--- src/rtl/wb_openram_pkg.sv ---
// Shared types and helpers for the banked Wishbone-to-OpenRAM bridge.
package wb_openram_pkg;

    localparam int unsigned SRAM_DW = 32;
    localparam int unsigned SEL_W   = 4;

    typedef enum logic [2:0] {
        ST_IDLE,
        ST_ISSUE,
        ST_WAIT,
        ST_CAPTURE,
        ST_ACK
    } state_e;

    // Registered command presented on the shared SRAM port-0 bus
    typedef struct packed {
        logic               web;
        logic [SEL_W-1:0]   wmask;
        logic [SRAM_DW-1:0] din;
    } sram_cmd_t;

    function automatic int unsigned bank_bits(input int unsigned num_banks);
        int unsigned r;
        r = 0;
        if (num_banks > 1) r = $clog2(num_banks);
        return r;
    endfunction

    function automatic int unsigned win_bits(input int unsigned addr_width,
                                             input int unsigned num_banks);
        return addr_width + 2 + bank_bits(num_banks);
    endfunction

endpackage

--- src/rtl/wb_openram_rdmux.sv ---
// Registered NUM_BANKS:1 read-data select; holds its value until the next capture.
module wb_openram_rdmux
    import wb_openram_pkg::*;
#(
    parameter int unsigned NUM_BANKS  = 2,
    parameter int unsigned BANK_IDX_W = 1
) (
    input  logic                           clk,
    input  logic                           rst_n,
    input  logic                           cap_en,
    input  logic [BANK_IDX_W-1:0]          bank,
    input  logic [NUM_BANKS*SRAM_DW-1:0]   dout,
    output logic [SRAM_DW-1:0]             rdata
);

    logic [SRAM_DW-1:0] bank_dout [NUM_BANKS];

    for (genvar b = 0; b < NUM_BANKS; b++) begin : g_split
        assign bank_dout[b] = dout[b*SRAM_DW +: SRAM_DW];
    end

    always_ff @(posedge clk or negedge rst_n) begin
        if (!rst_n) begin
            rdata <= '0;
        end else if (cap_en) begin
            rdata <= bank_dout[bank];
        end
    end

endmodule

--- src/rtl/wb_openram_banked_bridge.sv ---
// Wishbone-classic slave mapping an aligned address window onto NUM_BANKS
// single-port OpenRAM macros sharing one command bus.
module wb_openram_banked_bridge
    import wb_openram_pkg::*;
#(
    parameter logic [31:0] BASE_ADDR  = 32'h3000_0000,
    parameter int unsigned NUM_BANKS  = 2,
    parameter int unsigned ADDR_WIDTH = 8,
    parameter int unsigned DATA_WIDTH = 32,
    parameter int unsigned RD_WAIT    = 0
) (
    input  logic                           wb_clk_i,
    input  logic                           wb_rst_ni,
    input  logic                           wbs_cyc_i,
    input  logic                           wbs_stb_i,
    input  logic                           wbs_we_i,
    input  logic [SEL_W-1:0]               wbs_sel_i,
    input  logic [31:0]                    wbs_adr_i,
    input  logic [SRAM_DW-1:0]             wbs_dat_i,
    output logic                           wbs_ack_o,
    output logic [SRAM_DW-1:0]             wbs_dat_o,
    output logic [NUM_BANKS-1:0]           clk0,
    output logic [NUM_BANKS-1:0]           csb0,
    output logic                           web0,
    output logic [SEL_W-1:0]               wmask0,
    output logic [ADDR_WIDTH-1:0]          addr0,
    output logic [SRAM_DW-1:0]             din0,
    input  logic [NUM_BANKS*SRAM_DW-1:0]   dout0
);

    localparam int unsigned BANK_BITS  = bank_bits(NUM_BANKS);
    localparam int unsigned WIN_BITS   = win_bits(ADDR_WIDTH, NUM_BANKS);
    localparam int unsigned BANK_IDX_W = (BANK_BITS > 0) ? BANK_BITS : 1;
    localparam int unsigned CNT_W      = 2;
    localparam int unsigned CNT_LAST   = (RD_WAIT > 0) ? RD_WAIT - 1 : 0;

    state_e                  state_q, state_d;
    logic [CNT_W-1:0]        cnt_q, cnt_d;
    logic [NUM_BANKS-1:0]    csb_q, csb_d;
    logic                    ack_q, ack_d;
    logic [ADDR_WIDTH-1:0]   addr_q, addr_d;
    logic [BANK_IDX_W-1:0]   bank_q, bank_d;
    sram_cmd_t               cmd_q, cmd_d;
    logic                    cap_en_c;
    logic                    hit_c;
    logic [BANK_IDX_W-1:0]   req_bank_c;
    logic                    unused_adr;

    assign hit_c = wbs_cyc_i & wbs_stb_i
                 & (wbs_adr_i[31:WIN_BITS] == BASE_ADDR[31:WIN_BITS]);
    assign unused_adr = ^wbs_adr_i[1:0];

    if (BANK_BITS > 0) begin : g_bank
        assign req_bank_c = wbs_adr_i[WIN_BITS-1:ADDR_WIDTH+2];
    end else begin : g_single
        assign req_bank_c = '0;
    end

    always_ff @(posedge wb_clk_i or negedge wb_rst_ni) begin
        if (!wb_rst_ni) begin
            state_q <= ST_IDLE;
            cnt_q   <= '0;
            csb_q   <= '1;
            ack_q   <= 1'b0;
            addr_q  <= '0;
            bank_q  <= '0;
            cmd_q   <= '{web: 1'b1, wmask: '0, din: '0};
        end else begin
            state_q <= state_d;
            cnt_q   <= cnt_d;
            csb_q   <= csb_d;
            ack_q   <= ack_d;
            addr_q  <= addr_d;
            bank_q  <= bank_d;
            cmd_q   <= cmd_d;
        end
    end

    // Next state plus next values of every registered SRAM/Wishbone output
    always_comb begin
        state_d  = state_q;
        cnt_d    = cnt_q;
        csb_d    = '1;
        ack_d    = 1'b0;
        addr_d   = addr_q;
        bank_d   = bank_q;
        cmd_d    = cmd_q;
        cap_en_c = 1'b0;
        unique case (state_q)
            ST_IDLE: begin
                // The ack cycle itself still sees the old request; skip it
                if (hit_c && !ack_q) begin
                    addr_d      = wbs_adr_i[ADDR_WIDTH+1:2];
                    bank_d      = req_bank_c;
                    cmd_d.web   = ~wbs_we_i;
                    cmd_d.wmask = wbs_we_i ? wbs_sel_i : '0;
                    cmd_d.din   = wbs_dat_i;
                    csb_d       = ~(NUM_BANKS'(1) << req_bank_c);
                    state_d     = ST_ISSUE;
                end
            end
            ST_ISSUE: begin
                cnt_d = '0;
                if (!wbs_cyc_i)          state_d = ST_IDLE;
                else if (!cmd_q.web)     state_d = ST_ACK;
                else if (RD_WAIT > 0)    state_d = ST_WAIT;
                else                     state_d = ST_CAPTURE;
            end
            ST_WAIT: begin
                if (!wbs_cyc_i)                         state_d = ST_IDLE;
                else if (cnt_q == CNT_W'(CNT_LAST))     state_d = ST_CAPTURE;
                else                                    cnt_d   = cnt_q + CNT_W'(1);
            end
            ST_CAPTURE: begin
                if (!wbs_cyc_i) begin
                    state_d = ST_IDLE;
                end else begin
                    cap_en_c = 1'b1;
                    state_d  = ST_ACK;
                end
            end
            ST_ACK: begin
                ack_d   = 1'b1;
                state_d = ST_IDLE;
            end
            default: state_d = ST_IDLE;
        endcase
    end

    wb_openram_rdmux #(
        .NUM_BANKS  (NUM_BANKS),
        .BANK_IDX_W (BANK_IDX_W)
    ) u_rdmux (
        .clk    (wb_clk_i),
        .rst_n  (wb_rst_ni),
        .cap_en (cap_en_c),
        .bank   (bank_q),
        .dout   (dout0),
        .rdata  (wbs_dat_o)
    );

    assign clk0      = {NUM_BANKS{wb_clk_i}};
    assign csb0      = csb_q;
    assign web0      = cmd_q.web;
    assign wmask0    = cmd_q.wmask;
    assign din0      = cmd_q.din;
    assign addr0     = addr_q;
    assign wbs_ack_o = ack_q;

endmodule

--- config.mk ---
export PLATFORM = sky130hd
export DESIGN_NAME = wb_openram_banked_bridge
export DESIGN_NICKNAME = d
export VERILOG_FILES = /design/src/rtl/wb_openram_pkg.sv /design/src/rtl/wb_openram_rdmux.sv /design/src/rtl/wb_openram_banked_bridge.sv
export SDC_FILE = /design/constraint.sdc
export NUM_CORES = 1
export LEC_CHECK = 0
export CORE_MARGIN = 2
export CORE_UTILIZATION = 30
export DETAILED_ROUTE_END_ITERATION = 6
export PLACE_DENSITY_LB_ADDON = 0.1
export SLEW_MARGIN = 0
export SYNTH_ARGS = -nofsm -noshare
export SYNTH_HDL_FRONTEND = slang
export SYNTH_SLANG_ARGS = --single-unit
--- constraint.sdc ---
create_clock -name wb_clk_i -period 2.4 [get_ports wb_clk_i]
set_clock_uncertainty 0.2 [all_clocks]
set_input_delay 0.48 -clock wb_clk_i [delete_from_list [all_inputs] [get_ports wb_clk_i]]
set_output_delay 0.48 -clock wb_clk_i [all_outputs]
set_load 0.02 [all_outputs]
; ---- After elaboration in Yosys (flattened, before gate mapping)
; Cells that the tools add are included.
[op_classes]
bitwise_logic = 5
n_mul = 0
shifts = 1
addsub = 1
n_eq_ne = 9
n_reduce_logical = 8
muxes = 19
magnitude_cmp = 1
div_mod_pow = 0
[op_table]
columns = op, count
row1 = 2-to-1 mux 32 bit, 3
row2 = == test 21 x 19 -> 1 bit (second input constant), 1
row3 = 2-to-1 mux 3 bit, 6
row4 = one-hot mux 3 bit (4 select lines), 1
row5 = 2-to-1 mux 2 bit, 4
row6 = == test 3 x 2 -> 1 bit (second input constant), 2
row7 = inequality test 2 bit (second input constant), 3
row8 = 2-to-1 mux 4 bit, 1
row9 = one-hot mux 2 bit (2 select lines), 1
row10 = AND reduction 2 bit, 2
row11 = == test 3 x 1 -> 1 bit (second input constant), 1
row12 = == test 3 bit (second input constant), 1
row13 = logical NOT 3 bit, 1
row14 = 2-to-1 mux 1 bit, 3
row15 = inequality test 3 bit (second input constant), 1
row16 = AND reduction 3 bit, 1
row17 = adder 2 x 1 -> 2 bit (second input constant), 1
row18 = bitwise AND 1 bit, 2
row19 = >= comparator 2 bit (second input constant), 1
row20 = logical NOT 2 bit, 1
row21 = inverter 1 -> 2 bit, 1
row22 = inverter 2 bit, 1
row23 = nonzero test 2 bit, 1
row24 = << shifter 1 x 1 -> 2 bit (first input constant), 1
row25 = other kinds (3), 3
[totals]
latchBits = 0
memories = 0
romBits = 0
mem_bits_rw = 0
word_cells = 54
register_bits = 86

; ---- Depth between registers and ports, before layout
; Gate-level depths: netlist of run 1.
[depth]
depth_word = 5
depth_mapped = 6
depth_no_buf = 5

; ---- By module
; Synthesis of run 1 repeated with hierarchy kept, for this count alone.
[unflattened]
hier_cells = 290
area_unflattened_um2 = 3927.5
[by_module_without_submodules]
columns = mod, n_inst, seq_area_each_um2, area_each_um2, cells_per_inst
row1 = wb_openram_banked_bridge, 1, 1355.0, 2421.1, 151
row2 = wb_openram_rdmux, 1, 800.8, 1506.4, 139

==> impl_metrics.json, run 1 <==
{
  "path_cells": "clkbuf_16 > clkbuf_16 > clkdlybuf4s15_2",
  "dp.cells": 643,
  "cp_slowest_cell": "clkdlybuf4s15_2",
  "grt_max_degree": 65,
  "ys_top_cells_by_count": "dfrtp_1 (83), nand2_1 (40), o21ai_0 (39)",
  "first_pass_iters": 4,
  "synth_cells": 290,
  "top_layer": "met4",
  "ir_drop_uv": 288,
  "port_buffers": 216,
  "initial_core_util_pct": 30.5,
  "power_uw": 3740,
  "outcome": "finished, final reports clean",
  "synthArstFlopShare_pct": 100,
  "tritoncts": "done",
  "io_pins": 219,
  "p_leak_uw": 0.00272,
  "vias_per_cell": 4.53,
  "cts_setup_buffers": 0,
  "clkTransAtPathRegs_ns": 0.06,
  "place_area_um2": 6000,
  "grt_pass1_wl_um": 15300,
  "crit_arrival_ns": 1.70,
  "clock_latency_ns": 0.44,
  "hpwl_um": 7470,
  "core_um2": 12000,
  "synth.most_common_cell": "dfrtp_1",
  "final-hold-violation-count": 0,
  "synth_area_um2": 3650,
  "cp_max_fo": 2,
  "num_vias": 3002,
  "ys_seq_elements": 86,
  "diodes": 0,
  "crit_buf_inv": 3,
  "end_kind": "output port",
  "synth_cell_types": 30,
  "worstMarginPinSlew_ns": 0.550,
  "row_count": 40,
  "slew_violations": 0,
  "fillers": 1072,
  "synthTopCellsByArea": "dfrtp_1 (57%), mux2_2 (10%), mux2i_1 (9.1%), o21ai_0 (5.4%), nand2_1 (4.1%)",
  "multi_input_area_um2": 1370,
  "wl_per_cell_um": 14.6,
  "routabilityCongestion": 0.760,
  "wl_met1_um": 3650,
  "design_area_um2": 6430,
  "regArea_um2": 2160,
  "ys_seq_area_share_pct": 59.1,
  "min_path_type": "reg -> reg",
  "die_w_um": 114,
  "drc": 0,
  "place_ws_ns": -0.206,
  "synth_warnings": 0,
  "startpoint_type": "clock port",
  "path_class": "clk -> out",
  "drive_gt1_share_pct": 14.3,
  "groute.usage.overall_pct": 15.5,
  "yosysTopAreaCellShare_pct": 56.9,
  "finalWorstSetupSlack_ns": 0.0219,
  "synth_edf_count": 0,
  "syn_nets": 428,
  "synth_area_per_cell_um2": 12.6,
  "grt_pass1_vias": 3112,
  "setup_viol_count_final": 0,
  "postRouteAntennaNets": 0,
  "worstPathRequired_ns": 1.72,
  "critPathTopFamily": "buffers and inverters",
  "dr.first_iter.drc_count": 87,
  "wl_met2_um": 5190,
  "final_cells": 663,
  "slowest_delay_ns": 0.24,
  "die_h_um": 114,
  "fin_util_pct": 53.8,
  "grt_antenna_before_repair": 0,
  "synth_flop_cell": "dfrtp_1",
  "area_growth_pct": 76.4,
  "globalRouteOverflowTotal": 0,
  "cap_violations": 0,
  "wl_met3_um": 700,
  "relSlewSlack_pct": 63.3,
  "critPathMostFrequentCell": "clkbuf_16",
  "final_net_count": 650,
  "power.density_nw_per_um2": 581,
  "design.die.area_um2": 13100,
  "rsz0062_at_grt": "no",
  "wirelength_um": 9690,
  "synth_top_area_cell": "dfrtp_1",
  "rrSetupSlack_ns": 0.39
}
[flip-flops by register name, summed over array words and instances (netlist names)]
register       cells
state_q            3
csb0               2
wmask0             4
web0               1
bank_q             1
cnt_q              2
din0              32
addr0              8
u_rdmux.rdata     32
wbs_ack_o          1
[routing by layer]
metal	up-vias	track usage (%)
met5	-	0
met4	0	7.07
met3	10	5.77
met2	103	27.1
met1	1431	16.7
li1	1458	-
[worst paths after layout]
path | start | end | cells after the start
worst min register to register | u_rdmux.rdata[24] | u_rdmux.rdata[24] | 2
worst min-delay path | u_rdmux.rdata[24] | u_rdmux.rdata[24] | 2
worst max register to register | state_q[1] | din0[23] | 5
min in group asynchronous | wb_rst_ni | wmask0[3] | 2
worst max-delay path | wb_clk_i | clk0[0] | 3
max in group asynchronous | wb_rst_ni | din0[16] | 3
[cell usage in the layout (no fill, tap or decap), types with 2 or more instances in the layout]
| cell type | synthesis | routed |
|---|---|---|
| bufinv_16 | 0 | 2 |
| o31ai_1 | 5 | 5 |
| nor4b_1 | 2 | 2 |
| inv_1 | 2 | 2 |
| nor4_1 | 3 | 3 |
| mux2_1 | 7 | 7 |
| clkdlybuf4s50_1 | 0 | 213 |
| clkinv_2 | 0 | 2 |
| mux2_2 | 34 | 34 |
| buf_4 | 2 | 6 |
| clkbuf_16 | 0 | 13 |
| nand2b_1 | 3 | 3 |
| buf_12 | 0 | 4 |
| dfrtp_1 | 83 | 82 |
| mux2i_1 | 33 | 33 |
| clkbuf_8 | 0 | 2 |
| nand2_1 | 40 | 40 |
| nor3b_1 | 3 | 3 |
| dfstp_2 | 3 | 3 |
| clkdlybuf4s15_2 | 0 | 2 |
| o21ai_0 | 39 | 39 |
| nor2_1 | 2 | 2 |
[timing repair]
item | in CTS | in global routing
gates resized for setup | 6 | 0
hold endpoints to repair | 38 | 0
endpoints found under the setup margin | 2 | 0
hold buffers | 1 | 0
[where the power goes]
group / internal, uW / total, uW / switching, uW
logic: 236 / 338 / 102
registers: 1470 / 1470 / 6.89
clock network: 1290 / 1930 / 641
total: 2990 / 3740 / 750
[tightest hold or removal path: stages (launching register included)]
cell and delay (ns):
dfrtp_1 0.34, nand2_1 0.04, o21ai_0 0.06
[layout make-up]
| cell class | instances | area share (%) |
|---|---|---|
| clock buffer | 17 | 5.84 |
| clock inverter | 4 | 1.09 |
| inverter | 2 | 0.117 |
| multi-input combinational | 183 | 21.3 |
| sequential | 86 | 33.5 |
| tap | 147 | 2.86 |
| timing repair buffer | 224 | 35.2 |
[through the flow]
step                TNS [ns]  hold WS [ns]
finish                     0         0.277
global route               0         0.297
CTS                        0         0.283
detailed placement     -7.98         0.269
global placement       -8.41         0.263
floorplan                  0       -0.0156
[cells by family after synthesis]
family	Yosys count	share of synthesized area [%]
buffers and inverters	21	3.29
adders and majority gates	1	0.343
muxes	74	21.7
AOI/OAI and AO/OA	47	7.03
and+or+nand+nor	61	8.51
DFF	86	59.1
Note: power is estimated with default switching activity, not from simulation.
==> inputs of run 2 (changes only) <==
--- a/config.mk
+++ b/config.mk
@@ -9,6 +9,8 @@
 export CORE_UTILIZATION = 30
 export DETAILED_ROUTE_END_ITERATION = 6
 export PLACE_DENSITY_LB_ADDON = 0.1
+export REMOVE_ABC_BUFFERS = 1
+export SKIP_CTS_REPAIR_TIMING = 1
 export SLEW_MARGIN = 0
 export SYNTH_ARGS = -nofsm -noshare
 export SYNTH_HDL_FRONTEND = slang
==> run 2 against run 1 <==
Combinational power is essentially flat. Critical path depth is the same. First-iteration DRC count shrank 2.3%. Utilization grew 0.18 points. Largest cell class unchanged. Setup slack gained 0.042 ns. Highest routed layer unchanged. Sequential power is essentially flat. Clock power is essentially flat. Critical endpoint unchanged.
==> impl_metrics.json, run 2 (synthesis gave the netlist of run 1 again) <==
{
  "outcome": "finished, final reports clean",
  "grt_pass1_wl_um": 15300,
  "clkTransAtPathRegs_ns": 0.06,
  "grt_antenna_before_repair": 0,
  "intPower_uw": 2950,
  "design_area_um2": 6450,
  "io_pins": 219,
  "path_class": "clk -> out",
  "rsz0062_at_grt": "no",
  "tritoncts": "done",
  "power.density_nw_per_um2": 582,
  "wl_met2_um": 4400,
  "critPathMostFrequentCell": "clkbuf_16",
  "multi_input_area_um2": 1370,
  "relSlewSlack_pct": 69.6,
  "drc": 0,
  "final_common_cell": "clkdlybuf4s50_1",
  "end_kind": "output port",
  "groute.usage.overall_pct": 15.2,
  "core_um2": 12000,
  "final_cell_mix": "clkdlybuf4s50_1 (213), dfrtp_1 (82), nand2_1 (40)",
  "slew_violations": 0,
  "wl_met3_um": 960,
  "crit_buf_inv": 3,
  "hpwl_um": 7310,
  "initial_core_util_pct": 30.5,
  "regArea_um2": 2160,
  "r2r_start": "state_q[2]",
  "num_vias": 3008,
  "p_clk_share_pct": 51.8,
  "swShare_pct": 21.5,
  "area_growth_pct": 76.9,
  "crit_arrival_ns": 1.66,
  "wl_per_cell_um": 14.6,
  "globalRouteOverflowTotal": 0,
  "wirelength_um": 9710,
  "place_area_um2": 6020,
  "critPathTopFamily": "buffers and inverters",
  "wl_met1_um": 4130,
  "dr.first_iter.drc_count": 85,
  "vias_per_cell": 4.52,
  "slowest_delay_ns": 0.20,
  "final-hold-violation-count": 0,
  "fillers": 1089,
  "path_cells": "clkbuf_16 > clkbuf_16 > dlymetal6s2s_1",
  "min_path_cells": 2,
  "rr_worst_depth": 5,
  "die_h_um": 114,
  "worstPathRequired_ns": 1.72,
  "port_buffers": 216,
  "postRouteAntennaNets": 0,
  "crit_cells": 3,
  "cap_violations": 0,
  "cp_slowest_cell": "dlymetal6s2s_1",
  "ir_drop_uv": 519,
  "cp_max_fo": 2,
  "die_w_um": 114,
  "whs_ns": 0.277,
  "setup_viol_count_final": 0,
  "startpoint_type": "clock port",
  "min_path_type": "reg -> reg",
  "place_ws_ns": -0.160,
  "grt_pass1_vias": 3059,
  "diodes": 0,
  "p_seq_share_pct": 39.2,
  "clock_latency_ns": 0.44,
  "design.die.area_um2": 13100,
  "final_net_count": 651,
  "finalWorstSetupSlack_ns": 0.0644,
  "crit_start": "wb_clk_i",
  "drive_gt1_share_pct": 14.3,
  "first_pass_iters": 4,
  "routabilityCongestion": 0.741,
  "tns_ns": 0,
  "grt_max_degree": 87,
  "row_count": 40,
  "min-delay-start": "u_rdmux.rdata[19]",
  "combPwrFrac_pct": 9.0,
  "top_layer": "met4",
  "worstMarginPinSlew_ns": 0.456,
  "p_leak_uw": 0.00273,
  "switchingPower_uw": 809
}
[run 2: power by group through the flow]
stage	sequential [uW]	clock [uW]	combinational (uW)
after floorplan	1510	0	36.3
after detailed placement	1500	112	343
after global routing	1470	2090	369
after CTS	1470	2030	344
final	1470	1950	339
after global placement	1500	112	338
[run 2: path summary, 6_finish.rpt]
check | to | slack [ns]
setup reg to reg | din0[26] | 0.39
max in group asynchronous | csb0[1] | 1.22
hold reg to reg | u_rdmux.rdata[19] | 0.28
hold / removal | u_rdmux.rdata[19] | 0.28
setup / recovery | clk0[0] | 0.06
min in group asynchronous | din0[16] | 0.41
[run 2: per-layer routing]
| layer | up-vias | track usage, % |
|---|---|---|
| met5 | - | 0 |
| met4 | 0 | 8.37 |
| met3 | 17 | 6.09 |
| met2 | 150 | 23.5 |
| met1 | 1377 | 18.2 |
| li1 | 1464 | - |
[run 2: area by class of cell]
cell class	count	area share (%)
clock buffers	15	5.43
well taps	147	2.85
repair buffers	225	35.4
clock inverters	7	1.49
multi-input cells	183	21.2
inverters	2	0.116
flip-flops and latches	86	33.4
[run 2: worst reg2reg max path: cells and delay by family (launching register included)]
family,cells,cell delay (ns)
buf+inv,1,0.20
flops,1,0.44
mux,1,0.36
simple gates,3,0.70
[run 2: through the flow]
stage                     utilization, %  power, uW  cells
after floorplan                        -       1550    271
after global placement              50.3       1950    644
after detailed placement            50.3       1950    644
after CTS                           53.8       3840    664
after global routing                54.0       3940    665
final                               54.0       3760    665
==> inputs of run 3 (changes only) <==
--- a/config.mk
+++ b/config.mk
@@ -8,7 +8,7 @@
 export CORE_MARGIN = 2
 export CORE_UTILIZATION = 30
 export DETAILED_ROUTE_END_ITERATION = 6
-export PLACE_DENSITY_LB_ADDON = 0.1
+export PLACE_DENSITY = 0.63
 export REMOVE_ABC_BUFFERS = 1
 export SKIP_CTS_REPAIR_TIMING = 1
 export SLEW_MARGIN = 0
==> run 3 against run 2 <==
Global-route usage shrank 0.23 points. Sequential cell count stayed put. Cell area is the same. Combinational power about the same. Setup slack gained 0.0054 ns. Final cell count did not move. Routed wire length shrank 1.5%. Register-to-register slack lost 0.05 ns. Critical path type unchanged.
==> impl_metrics.json, run 3 (synthesis gave the netlist of run 1 again) <==
{
  "drc": 0,
  "row_count": 40,
  "tritoncts": "done",
  "gr-usage-met3_pct": 4.87,
  "initial_core_util_pct": 30.5,
  "crit_arrival_ns": 1.65,
  "grt_max_degree": 65,
  "p_leak_uw": 0.00274,
  "final_cell_mix": "clkdlybuf4s50_1 (213), dfrtp_1 (82), nand2_1 (40)",
  "grt_pass1_vias": 3180,
  "groute.usage.overall_pct": 15.0,
  "worstPathRequired_ns": 1.72,
  "relSlewSlack_pct": 64.5,
  "globalRouteOverflowTotal": 0,
  "port_buffers": 216,
  "multi_input_area_um2": 1370,
  "vias_per_cell": 4.54,
  "grt_antenna_before_repair": 0,
  "grt.busiest_layer": "met2",
  "first_pass_iters": 4,
  "min_path_type": "reg -> reg",
  "die_w_um": 114,
  "postRouteAntennaNets": 0,
  "num_vias": 3020,
  "area_growth_pct": 76.9,
  "wl_per_cell_um": 14.4,
  "final_common_cell": "clkdlybuf4s50_1",
  "clock_latency_ns": 0.44,
  "worstMarginPinSlew_ns": 0.532,
  "setup_viol_count_final": 0,
  "cp_max_fo": 2,
  "startpoint_type": "clock port",
  "hpwl_um": 7480,
  "final_net_count": 651,
  "final-hold-violation-count": 0,
  "core_um2": 12000,
  "power.density_nw_per_um2": 596,
  "fillers": 1076,
  "wirelength_um": 9570,
  "drive_gt1_share_pct": 14.3,
  "diodes": 0,
  "ir_drop_uv": 550,
  "met1_usage_pct": 17.4,
  "power_uw": 3850,
  "outcome": "finished, final reports clean",
  "dr.first_iter.drc_count": 68,
  "io_pins": 219,
  "die_h_um": 114,
  "clkTransAtPathRegs_ns": 0.06,
  "design.die.area_um2": 13100,
  "rsz0062_at_grt": "no",
  "routabilityCongestion": 0.769,
  "slew_violations": 0,
  "gr-usage-met2_pct": 25.1,
  "grt_pass1_wl_um": 15300,
  "cap_violations": 0,
  "path_class": "clk -> out",
  "regArea_um2": 2160,
  "fin_util_pct": 54.0,
  "end_kind": "output port"
}
==> run 3: changes by cell type in the layout (fill, tap and decap cells not counted), sizes merged <==
cell / delta
bufinv: +1
clkinv: -1
==> run 3: area by class of cell <==
type                       instances  share of cell area (%)
timing repair buffer             225                    35.1
sequential                        86                    33.4
multi-input combinational        183                    21.2
clock buffer                      15                    5.43
tap                              147                    2.85
clock inverter                     7                    1.88
inverter                           2                   0.116
==> run 3: final timing paths <==
kind | from | endpoint | slack (ns) | cells after the start
max reg2reg | state_q[1] | din0[21] | 0.34 | 5
max in group asynchronous | wb_rst_ni | u_rdmux.rdata[27] | 1.01 | 3
min | u_rdmux.rdata[27] | u_rdmux.rdata[27] | 0.28 | 2
min reg2reg | u_rdmux.rdata[27] | u_rdmux.rdata[27] | 0.28 | 2
max | wb_clk_i | clk0[0] | 0.07 | 3
min in group asynchronous | wb_rst_ni | din0[7] | 0.33 | 2
==> run 3: worst max-delay path: stages <==
cell            delay (ns)
clkbuf_16             0.12
clkbuf_16             0.13
dlymetal6s2s_1        0.20
==> run 3: per-layer routing <==
layer  up-vias  part of all wire [%]
li1       1460                     -
met1      1400                    42
met2       144                    48
met3        16                   8.4
met4         0                   2.0
met5         -                     0
==> run 3: where the power goes <==
group / switching, uW / leakage [uW] / internal, uW / total [uW]
clock: 680 / 0.000234 / 1350 / 2030
combinational: 103 / 0.00132 / 237 / 340
sequential: 7.69 / 0.00118 / 1460 / 1470
==> run 3: metrics by stage <==
step / instances / setup WS, ns / TNS (ns) / hold WS [ns] / instance area [um2]
floorplan: 271 / -0.144 / -6.10 / -0.0156 / 3530
global placement: 644 / -0.137 / -5.08 / 0.246 / 5990
detailed placement: 644 / -0.136 / -4.67 / 0.252 / 5990
CTS: 664 / -0.278 / -0.544 / -0.220 / 6440
global route: 665 / 0.0592 / 0 / 0.303 / 6450
finish: 665 / 0.0698 / 0 / 0.278 / 6450
